## src/rtl/truth_table_sweeper_pkg.sv

```systemverilog
// Shared types and constants for the truth-table sweeper.
// The state encoding, table geometry and a popcount helper are used by the sequencer and by reporting code.
package cello_sweep_pkg;

  typedef enum logic [1:0] {
    IDLE   = 2'd0,
    SETTLE = 2'd1,
    SAMPLE = 2'd2,
    DONE   = 2'd3
  } sweep_state_e;

  localparam int NUM_COMBOS = 8;
  localparam int IDX_W      = 3;

  function automatic logic [3:0] popcount8(input logic [7:0] value);
    logic [3:0] total;
    total = 4'd0;
    for (int i = 0; i < 8; i++) begin
      total = total + {3'd0, value[i]};
    end
    return total;
  endfunction

endpackage

```

## src/rtl/truth_table_sweeper_if.sv

```systemverilog
// Host-side bundle of the sweeper: the sweep request, the expected code and the reported results.
interface truth_table_sweeper_if;
  import cello_sweep_pkg::*;

  logic                  start;
  logic                  abort;
  logic [NUM_COMBOS-1:0] expected;
  logic                  busy;
  logic                  done;
  logic                  pass;
  logic [NUM_COMBOS-1:0] observed;
  logic [NUM_COMBOS-1:0] mismatch;

  modport master (
    output start, abort, expected,
    input  busy, done, pass, observed, mismatch
  );

  modport slave (
    input  start, abort, expected,
    output busy, done, pass, observed, mismatch
  );

endinterface

```

## src/rtl/truth_table_sweeper_settle_timer.sv

```systemverilog
// Settle counter: clear has priority over enable.
// tc flags the last settle cycle of the current input combination.
module sweep_settle_timer #(
  parameter int SETTLE_CYCLES = 4,
  parameter int CNT_W         = 8
) (
  input  logic clk,
  input  logic rst,
  input  logic clr,
  input  logic en,
  output logic tc
);

  logic [CNT_W-1:0] count_r;

  // Counts settle cycles for the combination currently driven.
  always_ff @(posedge clk) begin
    if (rst) begin
      count_r <= {CNT_W{1'b0}};
    end else if (clr) begin
      count_r <= {CNT_W{1'b0}};
    end else if (en) begin
      count_r <= count_r + CNT_W'(1);
    end
  end

  assign tc = (count_r == CNT_W'(SETTLE_CYCLES - 1));

endmodule

```

## src/rtl/truth_table_sweeper.sv

```systemverilog
// Steps a 3-input gate through all eight input combinations, records its output per row,
// and reports the observed table against a latched expected code.
module truth_table_sweeper
  import cello_sweep_pkg::*;
#(
  parameter int SETTLE_CYCLES = 4,
  parameter int CNT_W         = 8
) (
  input  logic                  clk,
  input  logic                  rst,
  truth_table_sweeper_if.slave  host,
  output logic                  gate_in1,
  output logic                  gate_in2,
  output logic                  gate_in3,
  input  logic                  gate_out
);

  sweep_state_e          state_r;
  logic [IDX_W-1:0]      idx_r;
  logic [NUM_COMBOS-1:0] work_r;
  logic [NUM_COMBOS-1:0] exp_r;
  logic                  busy_r;
  logic                  done_r;
  logic                  pass_r;
  logic [NUM_COMBOS-1:0] observed_r;
  logic [NUM_COMBOS-1:0] mismatch_r;

  logic [NUM_COMBOS-1:0] sampled_s;
  logic                  settle_tc_s;
  logic                  timer_clr_s;
  logic                  timer_en_s;

  // Working table with the row being sampled already filled in, so DONE entry sees all eight rows.
  always_comb begin
    sampled_s         = work_r;
    sampled_s[idx_r]  = gate_out;
  end

  // The timer runs only while settling and restarts for every new combination.
  always_comb begin
    timer_en_s  = (state_r == SETTLE);
    timer_clr_s = (state_r != SETTLE) || host.abort;
  end

  sweep_settle_timer #(
    .SETTLE_CYCLES (SETTLE_CYCLES),
    .CNT_W         (CNT_W)
  ) u_settle_timer (
    .clk (clk),
    .rst (rst),
    .clr (timer_clr_s),
    .en  (timer_en_s),
    .tc  (settle_tc_s)
  );

  // Sweep sequencer; result registers move only on DONE entry so an abort leaves them intact.
  always_ff @(posedge clk) begin
    if (rst) begin
      state_r    <= IDLE;
      idx_r      <= {IDX_W{1'b0}};
      work_r     <= {NUM_COMBOS{1'b0}};
      exp_r      <= {NUM_COMBOS{1'b0}};
      busy_r     <= 1'b0;
      done_r     <= 1'b0;
      pass_r     <= 1'b0;
      observed_r <= {NUM_COMBOS{1'b0}};
      mismatch_r <= {NUM_COMBOS{1'b0}};
    end else begin
      done_r <= 1'b0;
      if (host.abort && (state_r != IDLE)) begin
        state_r <= IDLE;
        idx_r   <= {IDX_W{1'b0}};
        busy_r  <= 1'b0;
      end else begin
        case (state_r)
          IDLE: begin
            if (host.start && !host.abort) begin
              exp_r   <= host.expected;
              work_r  <= {NUM_COMBOS{1'b0}};
              idx_r   <= {IDX_W{1'b0}};
              busy_r  <= 1'b1;
              state_r <= SETTLE;
            end
          end
          SETTLE: begin
            if (settle_tc_s) begin
              state_r <= SAMPLE;
            end
          end
          SAMPLE: begin
            work_r <= sampled_s;
            if (idx_r != IDX_W'(NUM_COMBOS - 1)) begin
              idx_r   <= idx_r + IDX_W'(1);
              state_r <= SETTLE;
            end else begin
              observed_r <= sampled_s;
              mismatch_r <= sampled_s ^ exp_r;
              pass_r     <= (sampled_s == exp_r);
              done_r     <= 1'b1;
              busy_r     <= 1'b0;
              state_r    <= DONE;
            end
          end
          DONE: begin
            idx_r   <= {IDX_W{1'b0}};
            state_r <= IDLE;
          end
          default: begin
            idx_r   <= {IDX_W{1'b0}};
            busy_r  <= 1'b0;
            state_r <= IDLE;
          end
        endcase
      end
    end
  end

  assign gate_in1      = idx_r[2];
  assign gate_in2      = idx_r[1];
  assign gate_in3      = idx_r[0];
  assign host.busy     = busy_r;
  assign host.done     = done_r;
  assign host.pass     = pass_r;
  assign host.observed = observed_r;
  assign host.mismatch = mismatch_r;

endmodule

```

## src/flat_wrapper.sv

```systemverilog
// flat-port wrapper written by rule: the top's interface ports become plain ports
module truth_table_sweeper_flat import cello_sweep_pkg::*;
#(
  parameter int SETTLE_CYCLES = 4,
  parameter int CNT_W         = 8
)
  (clk, rst, gate_in1, gate_in2, gate_in3, gate_out, host_start, host_abort, host_expected, host_busy, host_done, host_pass, host_observed, host_mismatch);
  truth_table_sweeper_if host_i ();
  input  logic clk;
  input  logic rst;
  output logic gate_in1;
  output logic gate_in2;
  output logic gate_in3;
  input  logic gate_out;
  input wire logic [$bits(host_i.start)-1:0] host_start;
  input wire logic [$bits(host_i.abort)-1:0] host_abort;
  input wire logic [$bits(host_i.expected)-1:0] host_expected;
  output wire logic [$bits(host_i.busy)-1:0] host_busy;
  output wire logic [$bits(host_i.done)-1:0] host_done;
  output wire logic [$bits(host_i.pass)-1:0] host_pass;
  output wire logic [$bits(host_i.observed)-1:0] host_observed;
  output wire logic [$bits(host_i.mismatch)-1:0] host_mismatch;
  assign host_i.start = host_start;
  assign host_i.abort = host_abort;
  assign host_i.expected = host_expected;
  assign host_busy = host_i.busy;
  assign host_done = host_i.done;
  assign host_pass = host_i.pass;
  assign host_observed = host_i.observed;
  assign host_mismatch = host_i.mismatch;
  truth_table_sweeper #(.SETTLE_CYCLES(SETTLE_CYCLES), .CNT_W(CNT_W)) u_core (.clk(clk), .rst(rst), .host(host_i), .gate_in1(gate_in1), .gate_in2(gate_in2), .gate_in3(gate_in3), .gate_out(gate_out));
endmodule
```

## config.mk

```make
export PLATFORM = sky130hd
export DESIGN_NAME = truth_table_sweeper_flat
export DESIGN_NICKNAME = d
export VERILOG_FILES = /design/src/rtl/truth_table_sweeper_pkg.sv /design/src/rtl/truth_table_sweeper_if.sv /design/src/rtl/truth_table_sweeper_settle_timer.sv /design/src/rtl/truth_table_sweeper.sv /design/src/flat_wrapper.sv
export SDC_FILE = /design/constraint.sdc
export NUM_CORES = 1
export LEC_CHECK = 0
export BUFFER_PORTS_ARGS = -buffer_cell sky130_fd_sc_hd__buf_2
export CORE_UTILIZATION = 55
export DETAILED_ROUTE_END_ITERATION = 8
export PLACE_DENSITY = 0.88
export SETUP_SLACK_MARGIN = 0.02
export SKIP_CTS_REPAIR_TIMING = 1
export SYNTH_ARGS = -nofsm -noshare
export SYNTH_HDL_FRONTEND = slang
export SYNTH_SLANG_ARGS = --single-unit
```

## constraint.sdc

```tcl
create_clock -name clk -period 2.2 [get_ports clk]
set_input_delay 0.33 -clock clk [delete_from_list [all_inputs] [get_ports clk]]
set_output_delay 0.33 -clock clk [all_outputs]
set_load 0.02 [all_outputs]
```

Word level (Yosys, flattened, before mapping)
Cells that the tools add are included.
- bits in registers: 48
- input port bits: 13
- output and inout port bits: 22
- word-level logic and storage cells: 63
- add/sub/neg operators: 2
- $lt $le $gt $ge: 2
- equal/unequal tests: 11
- multiplexer cells: 16
- bitwise logic cells: 4
- reductions and logical operators: 18
- operator list (operator ; count):
    one-hot mux 8 bit (2 select lines) ; 1
    AND reduction 3 bit ; 5
    one-hot mux 3 bit (3 select lines) ; 1
    adder 8 x 1 -> 8 bit (second input constant) ; 1
    bitwise mux 8 bit ; 1
    == test 8 x 2 -> 1 bit (second input constant) ; 1
    == test 8 bit ; 1
    2-to-1 mux 8 bit ; 1
    inequality test 2 x 1 -> 1 bit (second input constant) ; 4
    one-hot mux 2 bit (4 select lines) ; 1
    XOR 8 bit ; 1
    2-to-1 mux 2 bit ; 3
    2-to-1 mux 3 bit ; 2
    == test 2 bit (second input constant) ; 2
    < comparator 3 x 4 -> 1 bit (second input constant) ; 1
    2-to-1 mux 1 bit ; 4
    nonzero test 2 bit ; 2
    OR reduction 2 bit ; 2
    adder 3 x 1 -> 3 bit (second input constant) ; 1
    demux 1 bit (select 3 bit) ; 1
    greater-or-equal comparator 3 x 1 -> 1 bit (second input constant) ; 1
    logical AND 1 bit ; 3
    inequality test 3 bit (second input constant) ; 1
    inverter 1 bit ; 3
    other kinds (9) ; 9

Longest topological paths before layout
Gate-level depths: netlist of the first run.
- depth in word-level cells: 6
- depth in mapped cells: 8
- mapped depth without buffers: 7

Cells and area by module
Synthesis of the first run repeated with hierarchy kept, for this count alone.
- cells, all modules: 247
- area, all modules: 2157.1 µm²
- modules (own cells, without submodules) (module ; instances ; cells each ; area an instance (µm²) ; sequential area each (µm²)):
    truth_table_sweeper ; 1 ; 205 ; 1781.7 ; 800.8
    sweep_settle_timer ; 1 ; 42 ; 375.4 ; 160.2

Worst setup path after synthesis of the first run
No wires, ideal clock.
- path kind: flip-flop to flip-flop
- from: reg u_core.idx_r[1]
- to: reg u_core.pass_r (netlist: u_core.host.pass)
- setup time: 0.059 ns
- arrival time: 1.780 ns
- data required time: 2.141 ns
- slack: 0.361 ns
- cell stages (with the launch flop): 8
- buffers on the path: 1
- period minus slack after synthesis: 1.839 ns
- path through: dfxtp_1 buf_2 nor3b_1 mux2i_1 xnor2_1 nor4_1 nand4_1 nand2_1
- longest elaborated chain between the ends: 6
- elaborated cells between the ends (all ways): 10
- classes of those cells: order compare (2); eq/ne (2); mux (3); bitwise (1); reduce/logical (2)
- ends and longest elaborated chain (item ; RTL line ; RTL):
    from (decl) ; truth_table_sweeper.sv:19 ; logic [IDX_W-1:0] idx_r;
    from (signal assigned) ; truth_table_sweeper.sv:60 ; idx_r <= {IDX_W{1'b0}};
    from (signal assigned) ; truth_table_sweeper.sv:72 ; idx_r <= {IDX_W{1'b0}};
    from (signal assigned) ; truth_table_sweeper.sv:80 ; idx_r <= {IDX_W{1'b0}};
    < comparator 3 x 4 -> 1 bit (implied by the code) or greater-or-equal comparator 3 x 1 -> 1 bit (tied branches) ; truth_table_sweeper.sv:36 ; sampled_s[idx_r] = gate_out;
    logical AND 1 bit (implied by the code) ; truth_table_sweeper.sv:36 ;
    2-to-1 mux 1 bit (implied by the code) ; truth_table_sweeper.sv:36 ;
    demux 1 bit (select 3 bit) ; - ;
    bitwise mux 8 bit ; truth_table_sweeper.sv:36 ;
    == test 8 bit ; truth_table_sweeper.sv:98 ; pass_r <= (sampled_s == exp_r);
    to (signal assigned) ; truth_table_sweeper.sv:98 ;
    to (decl) ; truth_table_sweeper.sv:24 ; logic pass_r;
Parallel ways exist; a longest one is shown, timed or not.
A chain may end at the register's enable or synchronous reset.

Worst setup path in the final report of the first run
- from: reg u_core.idx_r[0]
- to: reg u_core.pass_r (netlist: u_core.host.pass)
The elaborated chain is that of the path after synthesis.

==> run_results.csv, run 1 <==
group,metric,value,unit
layout,drive_gt1_share,19.06,%
yosys,synth_compound_area_share,13.12,%
sta,timing.setup.tns,0,ps
yosys,syn_area_per_cell,8.530,um^2
routing,vias,1771,
clocking,cts_max_level,2,
layout,n_antenna_cell,0,
sta,setup_viol,0,
global_route,grt_start_max_net_pins,35,
routing,viasPerCell,5.433,
sta,finalHoldViolations,0,
yosys,yosysTopAreaCellShare,45.61,%
yosys,ys_top_cells_by_count,"dfxtp_1 (48), nand2_1 (37), nor2_1 (37)",
sta,rsz0062_at_grt,"no",
global_route,track_usage,24.65,%
die,dieHeight,63.90,um
sta,period_minus_slack,1948,ps
layout,regArea,960.9,um^2
layout,area_growth,15.02,%
yosys,ys_seq_area_share,45.61,%
yosys,ys_warn_count,0,
clocking,cts.sink_count,48,
yosys,synth_simple_gate_area_share,25.24,%
critical_path,setup.worst_path.end_class,"register",
layout,nNetsFinal,293,
sta,fin_crit_sh,88.56,%
critical_path,setup.worst_path.start_class,"register",
job,drv_cap,0,
power_and_ir_drop,irDropWorstVdd,0.0006436,V
yosys,synth_top_family_by_area,"simple AND/OR/NAND/NOR gates",
placed_design,hpwlAfterDp,3167,um
placed_design,place_inst,318,
yosys,synthMuxAreaShare,4.394,%
clocking,clockBufferDepth,2,
critical_path,cp.arrival,2200,ps
die,start_util,57.55,%
placed_design,pre_cts_ws,301.2,ps
routing,drcViolationCount,0,
yosys,yosysTopAreaCell,"dfxtp_1",
placed_design,port_buffers,34,
die,die_area,4083,um^2
yosys,synth_xor_area_share,5.819,%
layout,final_util,66.20,%
clocking,clkSlewWorstSetupHoldPaths,90,ps
critical_path,crit_type,"register to register",
layout,multiInputGateArea,1061,um^2
yosys,synth-seq-cells,48,
sta,fin_ws,251.6,ps
die,coreArea,3661,um^2
clocking,root_buffer,"clkbuf_8",
routing,drtPass1Iterations,4,
yosys,netlist_instances,247,
routing,wl_per_cell,13.79,um
placed_design,gp_congestion,0.8166,
yosys,ys_top_cells_by_area,"dfxtp_1 (46%), nand2_1 (6.6%), nor2_1 (6.6%)",
yosys,syn_area,2107,um^2
clocking,numCtsBuffers,5,
die,dieWidth,63.90,um
critical_path,cp_max_fo,13,
yosys,ys.flop_type,"dfxtp_1",
sta,slew_headroom,62.45,%
yosys,yosysMostFrequentCell,"dfxtp_1",
global_route,grt_pass1_wl,7748,um
global_route,antenna_found_initial,0,
routing,final_antenna_net_count,0,
global_route,grt_pass1_vias,1723,
status,outcome,"finished clean",
global_route,grt_overflow,0,
power_and_ir_drop,pwr_density_cell,699.6,nW/um^2
hold_path,min_path_type,"input pin to register",
critical_path,required,2450,ps
layout,finalNonFillerCells,326,
yosys,ys_async_sr_fraction,0,%
clocking,clk_latency,300,ps
layout,fillerInstances,305,
sta,drv_slew,0,
die,rows,22,
yosys,yosysUniqueCellTypes,34,
yosys,synth_adder_area_share,1.781,%
sta,fin_skew,4.271,ps
die,pin_count,35,
clocking,cts_tree,"built",
yosys,synth-edff-count,0,
routing,drt_iter0_markers,137,
routing,wl,4496,um
sta,fmax,513.3,MHz
power_and_ir_drop,leakage,0.9667,nW
sta,tightestPinTransition,555.4,ps
yosys,synth_fp_nets,263,
power_and_ir_drop,total_power,1.695,mW
## cell usage in the layout (no fill, tap or decap), types with 2 or more instances in the layout
cell | Yosys | final
nor3b_1 | 4 | 4
xor2_1 | 5 | 5
o21ai_0 | 5 | 5
mux2i_1 | 7 | 7
nor2b_1 | 2 | 2
buf_2 | 8 | 34
nor3_1 | 3 | 3
a32oi_1 | 4 | 4
nand2_1 | 37 | 37
a31oi_1 | 2 | 2
and2_1 | 2 | 2
nor2_1 | 37 | 37
nand3b_1 | 5 | 5
clkbuf_8 | 0 | 7
dfxtp_1 | 48 | 48
buf_4 | 1 | 6
ha_1 | 3 | 3
and3_1 | 4 | 4
a211oi_1 | 8 | 8
nand2b_1 | 3 | 3
nand3_1 | 5 | 5
a21oi_1 | 27 | 27
xnor2_1 | 9 | 9
## worst max-delay path, cell delays in order, from the launching register on
cell	delay (ps)
dfxtp_1	580
nor3b_1	400
mux2i_1	330
xnor2_1	130
nor4_1	260
nand4_1	130
nand2_1	70
## power breakdown
| group | internal, mW | switching [mW] |
|---|---|---|
| clock network | 0.401 | 0.295 |
| registers | 0.881 | 0.0138 |
| logic | 0.0393 | 0.0649 |
## state kept, by name, summed over array words and instances, names as in the netlist
signal / flops
u_core.host.mismatch: 8
u_core.work_r: 8
u_core.u_settle_timer.count_r: 8
u_core.state_r: 2
u_core.host.done: 1
u_core.host.busy: 1
u_core.idx_r: 3
u_core.exp_r: 8
u_core.host.observed: 8
u_core.host.pass: 1
## layer usage
layer / global-route usage [%] / vias up / wire length (um)
li1: - / 905 / -
met1: 30.57 / 819 / 2107
met2: 40.56 / 43 / 2122
met3: 6.071 / 4 / 208
met4: 10.23 / 0 / 58
met5: 0 / - / 0
## layout make-up
type	count	area share, %
clock buffer	7	3.975
tap	48	2.478
clock inverter	1	1.239
multi-input combinational	182	43.78
timing repair buffer	40	8.880
sequential	48	39.65
## worst paths after layout
check             cells past startpoint                       to  slack, ps                     from
setup / recovery                      6         u_core.host.pass        250          u_core.idx_r[0]
hold / removal                        3          u_core.exp_r[5]        260         host_expected[5]
setup reg to reg                      6         u_core.host.pass        250          u_core.idx_r[0]
hold reg to reg                       2  u_core.host.mismatch[4]        460  u_core.host.mismatch[4]
## cells by family (layout without fill, tap and decap cells)
group / after synthesis / count (layout)
and+or+nand+nor: 110 / 110
DFF: 48 / 48
AOI/OAI and AO/OA: 47 / 47
buffers and inverters: 17 / 48
xor gates and xnor gates: 14 / 14
muxes: 8 / 8
adders and majority gates: 3 / 3
## through the flow
step / instance area [um^2] / hold slack [ps]
after CTS: 2424 / 253.4
after floorplan: 2107 / 413.4
after global routing: 2424 / 261.9
after detailed placement: 2297 / 438.8
after global placement: 2297 / 423.6
final: 2424 / 256.2
Note: power is estimated with default switching activity, not from simulation.
==> inputs of run 2 (changes only) <==
- RECOVER_POWER: default -> 50
==> run_results.csv, run 2 (same netlist as run 1, synthesis figures left out) <==
group,metric,value,unit
routing,drtPass1Iterations,6,
critical_path,cp.arrival,2200,ps
global_route,use_met2,40.56,%
placed_design,placed_area,2297,um^2
clocking,clkSlewWorstSetupHoldPaths,90,ps
layout,final_area,2389,um^2
die,rows,22,
placed_design,port_buffers,34,
die,start_util,57.55,%
layout,regArea,960.9,um^2
power_and_ir_drop,total_power,1.694,mW
layout,n_antenna_cell,0,
status,outcome,"finished clean",
routing,final_antenna_net_count,0,
clocking,clockBufferDepth,2,
sta,setup_viol,0,
power_and_ir_drop,leakage,0.8617,nW
sta,fin_skew,4.554,ps
sta,drv_slew,0,
critical_path,crit_slowest_cell,"dfxtp_1",
global_route,grt_start_max_net_pins,35,
clocking,numCtsBuffers,5,
die,dieWidth,63.90,um
global_route,grtUsageMet1,30.57,%
critical_path,crit_type,"register to register",
routing,vias,1787,
clocking,cts.sink_count,48,
clocking,clk_latency,300,ps
layout,drive_gt1_share,10.43,%
placed_design,gp_congestion,0.8166,
layout,mostFrequentLayoutCells,"dfxtp_1 (48), nand2_1 (37), nor2_1 (37)",
die,coreArea,3661,um^2
critical_path,crit_path_cell_trace,"nor3b_1 -> mux2i_1 -> xnor2_1 -> nor4_1 -> nand4_1 -> nand2_1",
routing,wl_per_cell,13.72,um
sta,fmax,512.4,MHz
critical_path,slowest_delay,580,ps
sta,tightestPinTransition,539.9,ps
global_route,antenna_found_initial,0,
layout,multiInputGateArea,1061,um^2
sta,fin_crit_sh,88.71,%
global_route,top_usage_layer,"met2",
global_route,grt_pass1_wl,7748,um
global_route,grt_overflow,0,
job,drv_cap,0,
critical_path,required,2450,ps
layout,mostFrequentLayoutCell,"dfxtp_1",
critical_path,setup.worst_path.start_class,"register",
critical_path,cp_max_fo,13,
layout,final_util,65.24,%
die,dieHeight,63.90,um
clocking,root_buffer,"clkbuf_8",
placed_design,hpwlAfterDp,3167,um
global_route,grt_pass1_vias,1723,
routing,wl,4474,um
critical_path,setup.worst_path.end_class,"register",
sta,timing.setup.tns,0,ps
clocking,cts_max_level,2,
power_and_ir_drop,pwr_density_cell,709.1,nW/um^2
clocking,cts_tree,"built",
hold_path,min_path_type,"input pin to register",
routing,drt_iter0_markers,173,
die,die_area,4083,um^2
sta,period_minus_slack,1952,ps
sta,slew_headroom,63.50,%
global_route,track_usage,24.65,%
routing,viasPerCell,5.482,
layout,nNetsFinal,293,
sta,finalHoldViolations,0,
power_and_ir_drop,irDropWorstVdd,0.0006421,V
layout,area_growth,13.36,%
global_route,met3_usage,6.071,%
sta,rsz0062_at_grt,"no",
die,pin_count,35,
routing,drcViolationCount,0,
layout,fillerInstances,318,
==> run 2: changes by cell type in the layout (fill, tap and decap cells not counted) <==
cell / before / now
clkbuf_1: 0 / 24
buf_2: 34 / 12
buf_4: 6 / 4
==> run 2: worst paths after layout <==
check / endpoint / slack [ps] / startpoint / cells past startpoint
max reg2reg: u_core.host.pass / 250 / u_core.idx_r[0] / 6
min: u_core.exp_r[5] / 260 / host_expected[5] / 3
min reg2reg: u_core.host.mismatch[4] / 460 / u_core.host.mismatch[4] / 2
max: u_core.host.pass / 250 / u_core.idx_r[0] / 6
==> run 2: layout make-up <==
class,count,share of cell area (%)
clock buffers,7,4.034
clock inverters,1,1.257
multi-input cells,182,44.42
flip-flops and latches,48,40.23
well taps,48,2.514
repair buffers,40,7.543
==> run 2: where the power goes <==
group	internal [mW]	switching, mW	leakage, nW	total [mW]
Clock	0.401	0.295	0.0645	0.696
Combinational	0.0376	0.0648	0.409	0.102
Sequential	0.881	0.0139	0.388	0.895
==> run 2: layer usage <==
metal	vias to the layer above	wire length (um)	part of all wire, %
met3	6	231	5.2
li1	905	-	-
met1	827	2046	46
met2	49	2130	48
met5	-	0	0
met4	0	65	1.5
==> run 2: per-stage QoR <==
| stage | std cells | setup WS [ps] | hold WS (ps) |
|---|---|---|---|
| 2_1_floorplan | 247 | 360.8 | 413.4 |
| 3_3_place_gp | 318 | 407.3 | 423.6 |
| 3_5_place_dp | 318 | 301.2 | 438.8 |
| 4_1_cts | 326 | 259.7 | 253.4 |
| 5_1_grt | 326 | 53.40 | 261.9 |
| 6_report | 326 | 248.4 | 256.8 |
==> run 2: critical path: cells and delay by family (launching register included) <==
kind / cells / cell delay, ps
flip-flops: 1 / 580
XOR/XNOR: 1 / 130
multiplexers: 1 / 330
AND/OR/NAND/NOR: 4 / 860
==> inputs of run 3 (changes only) <==
- CORE_UTILIZATION: 55 -> 52
- PLACE_DENSITY: 0.88 -> 0.85
==> run_results.csv, run 3 (same netlist as run 1, synthesis figures left out) <==
group,metric,value,unit
routing,final_antenna_net_count,0,
critical_path,setup.worst_path.end_class,"register",
clocking,cts_max_level,2,
power_and_ir_drop,netSwitchingPower,0.3546,mW
sta,fin_crit_sh,88.13,%
die,dieHeight,65.66,um
global_route,grt_start_max_net_pins,34,
sta,drv_slew,0,
routing,viasPerCell,5.435,
placed_design,gp_congestion,0.8247,
placed_design,pre_cts_ws,288.9,ps
global_route,grt_overflow,0,
die,pin_count,35,
clocking,clkSlewWorstSetupHoldPaths,90,ps
global_route,antenna_found_initial,0,
global_route,track_usage,21.47,%
layout,mostFrequentLayoutCell,"dfxtp_1",
sta,rsz0062_at_grt,"no",
clocking,root_buffer,"clkbuf_8",
routing,drt_iter0_markers,175,
critical_path,crit_path_start,"u_core.idx_r[0]",
layout,nNetsFinal,292,
power_and_ir_drop,swShare,23.81,%
layout,drive_gt1_share,9.420,%
critical_path,required,2450,ps
power_and_ir_drop,leakage,0.8341,nW
clocking,cts_tree,"built",
sta,period_minus_slack,1939,ps
status,outcome,"finished clean",
placed_design,hpwlAfterDp,3046,um
layout,area_growth,10.69,%
clocking,clk_latency,300,ps
critical_path,crit_type,"register to register",
clocking,cts.sink_count,48,
layout,n_antenna_cell,0,
routing,drcViolationCount,0,
die,start_util,55.87,%
job,drv_cap,0,
power_and_ir_drop,irDropWorstVdd,0.0004685,V
die,rows,22,
routing,wl,4254,um
power_and_ir_drop,power_frac_seq,60.0,%
routing,drtPass1Iterations,4,
sta,slew_headroom,59.05,%
critical_path,rrSetupSlack,260,ps
global_route,grt_pass1_vias,1518,
placed_design,place_inst,317,
global_route,grt_pass1_wl,7072,um
clocking,clockBufferDepth,2,
critical_path,cp.arrival,2180,ps
critical_path,regToRegStartpoint,"u_core.idx_r[0]",
sta,fin_ws,261.2,ps
sta,hold-worst-slack,267.8,ps
power_and_ir_drop,clkPwrFrac,33.1,%
sta,fin_skew,7.214,ps
layout,finalNonFillerCells,324,
routing,wl_per_cell,13.13,um
power_and_ir_drop,pwr_density_cell,638.7,nW/um^2
die,dieWidth,65.66,um
critical_path,cp_max_fo,13,
power_and_ir_drop,p_int,1.135,mW
sta,setup_viol,0,
critical_path,setup.worst_path.start_class,"register",
sta,finalHoldViolations,0,
clocking,numCtsBuffers,5,
hold_path,min_from,"host_expected[1]",
die,die_area,4311,um^2
sta,timing.setup.tns,0,ps
die,coreArea,3771,um^2
sta,fmax,515.8,MHz
layout,mostFrequentLayoutCells,"dfxtp_1 (48), nand2_1 (37), nor2_1 (37)",
sta,tightestPinTransition,605.7,ps
power_and_ir_drop,combPwrFrac,6.8,%
routing,vias,1761,
placed_design,port_buffers,34,
hold_path,min_path_type,"input pin to register",
run 3: changes by cell type in the layout (fill, tap and decap cells not counted), sizes merged:
cell	previous run	this run
buf	16	15
clkbuf	31	30
bufinv	1	0
clkinv	0	1
run 3: power groups by stage:
stage / sequential, mW / combinational (mW) / clock (mW)
4_1_cts: 0.894 / 0.103 / 0.501
3_3_place_gp: 0.914 / 0.101 / 0
5_1_grt: 0.897 / 0.114 / 0.546
6_report: 0.894 / 0.101 / 0.494
3_5_place_dp: 0.915 / 0.102 / 0
2_1_floorplan: 0.910 / 0.0757 / 0
run 3: final timing paths:
path | end | depth (start not counted)
worst max-delay path | u_core.host.pass | 6
worst min-delay path | u_core.exp_r[1] | 3
worst max register to register | u_core.host.pass | 6
worst min register to register | u_core.u_settle_timer.count_r[0] | 1
run 3: per-layer routing:
layer | vias up | wire length, um | global-route usage [%] | part of all wire [%]
met4 | 0 | 50 | 6.522 | 1.2
li1 | 904 | - | - | -
met5 | - | 0 | 0 | 0
met3 | 7 | 224 | 5.903 | 5.3
met2 | 46 | 1965 | 32.14 | 46
met1 | 804 | 2014 | 29.71 | 47
run 3: cell type report:
class	instances	area, um^2
Clock buffer	6	72.57
Multi-Input combinational cell	182	1061
Fill cell	338	1439
Timing Repair Buffer	39	172.7
Sequential cell	48	960.9
Tap cell	48	60.06
Clock inverter	1	5.005
run 3: per-stage QoR:
| stage | utilization [%] | power, mW | cell area [um^2] |
|---|---|---|---|
| 5_1_grt | 61.84 | 1.557 | 2332 |
| 3_3_place_gp | 60.72 | 1.015 | 2290 |
| 4_1_cts | 62.77 | 1.498 | 2367 |
| 6_report | 61.84 | 1.490 | 2332 |
| 3_5_place_dp | 60.72 | 1.017 | 2290 |
| 2_1_floorplan | - | 0.9857 | 2107 |
run 3: worst max-delay path, cell delays in order (launching register included):
cell     delay (ps)
dfxtp_1         580
nor3b_1         390
mux2i_1         320
xnor2_1         130
nor4_1          270
nand4_1         120
nand2_1          70
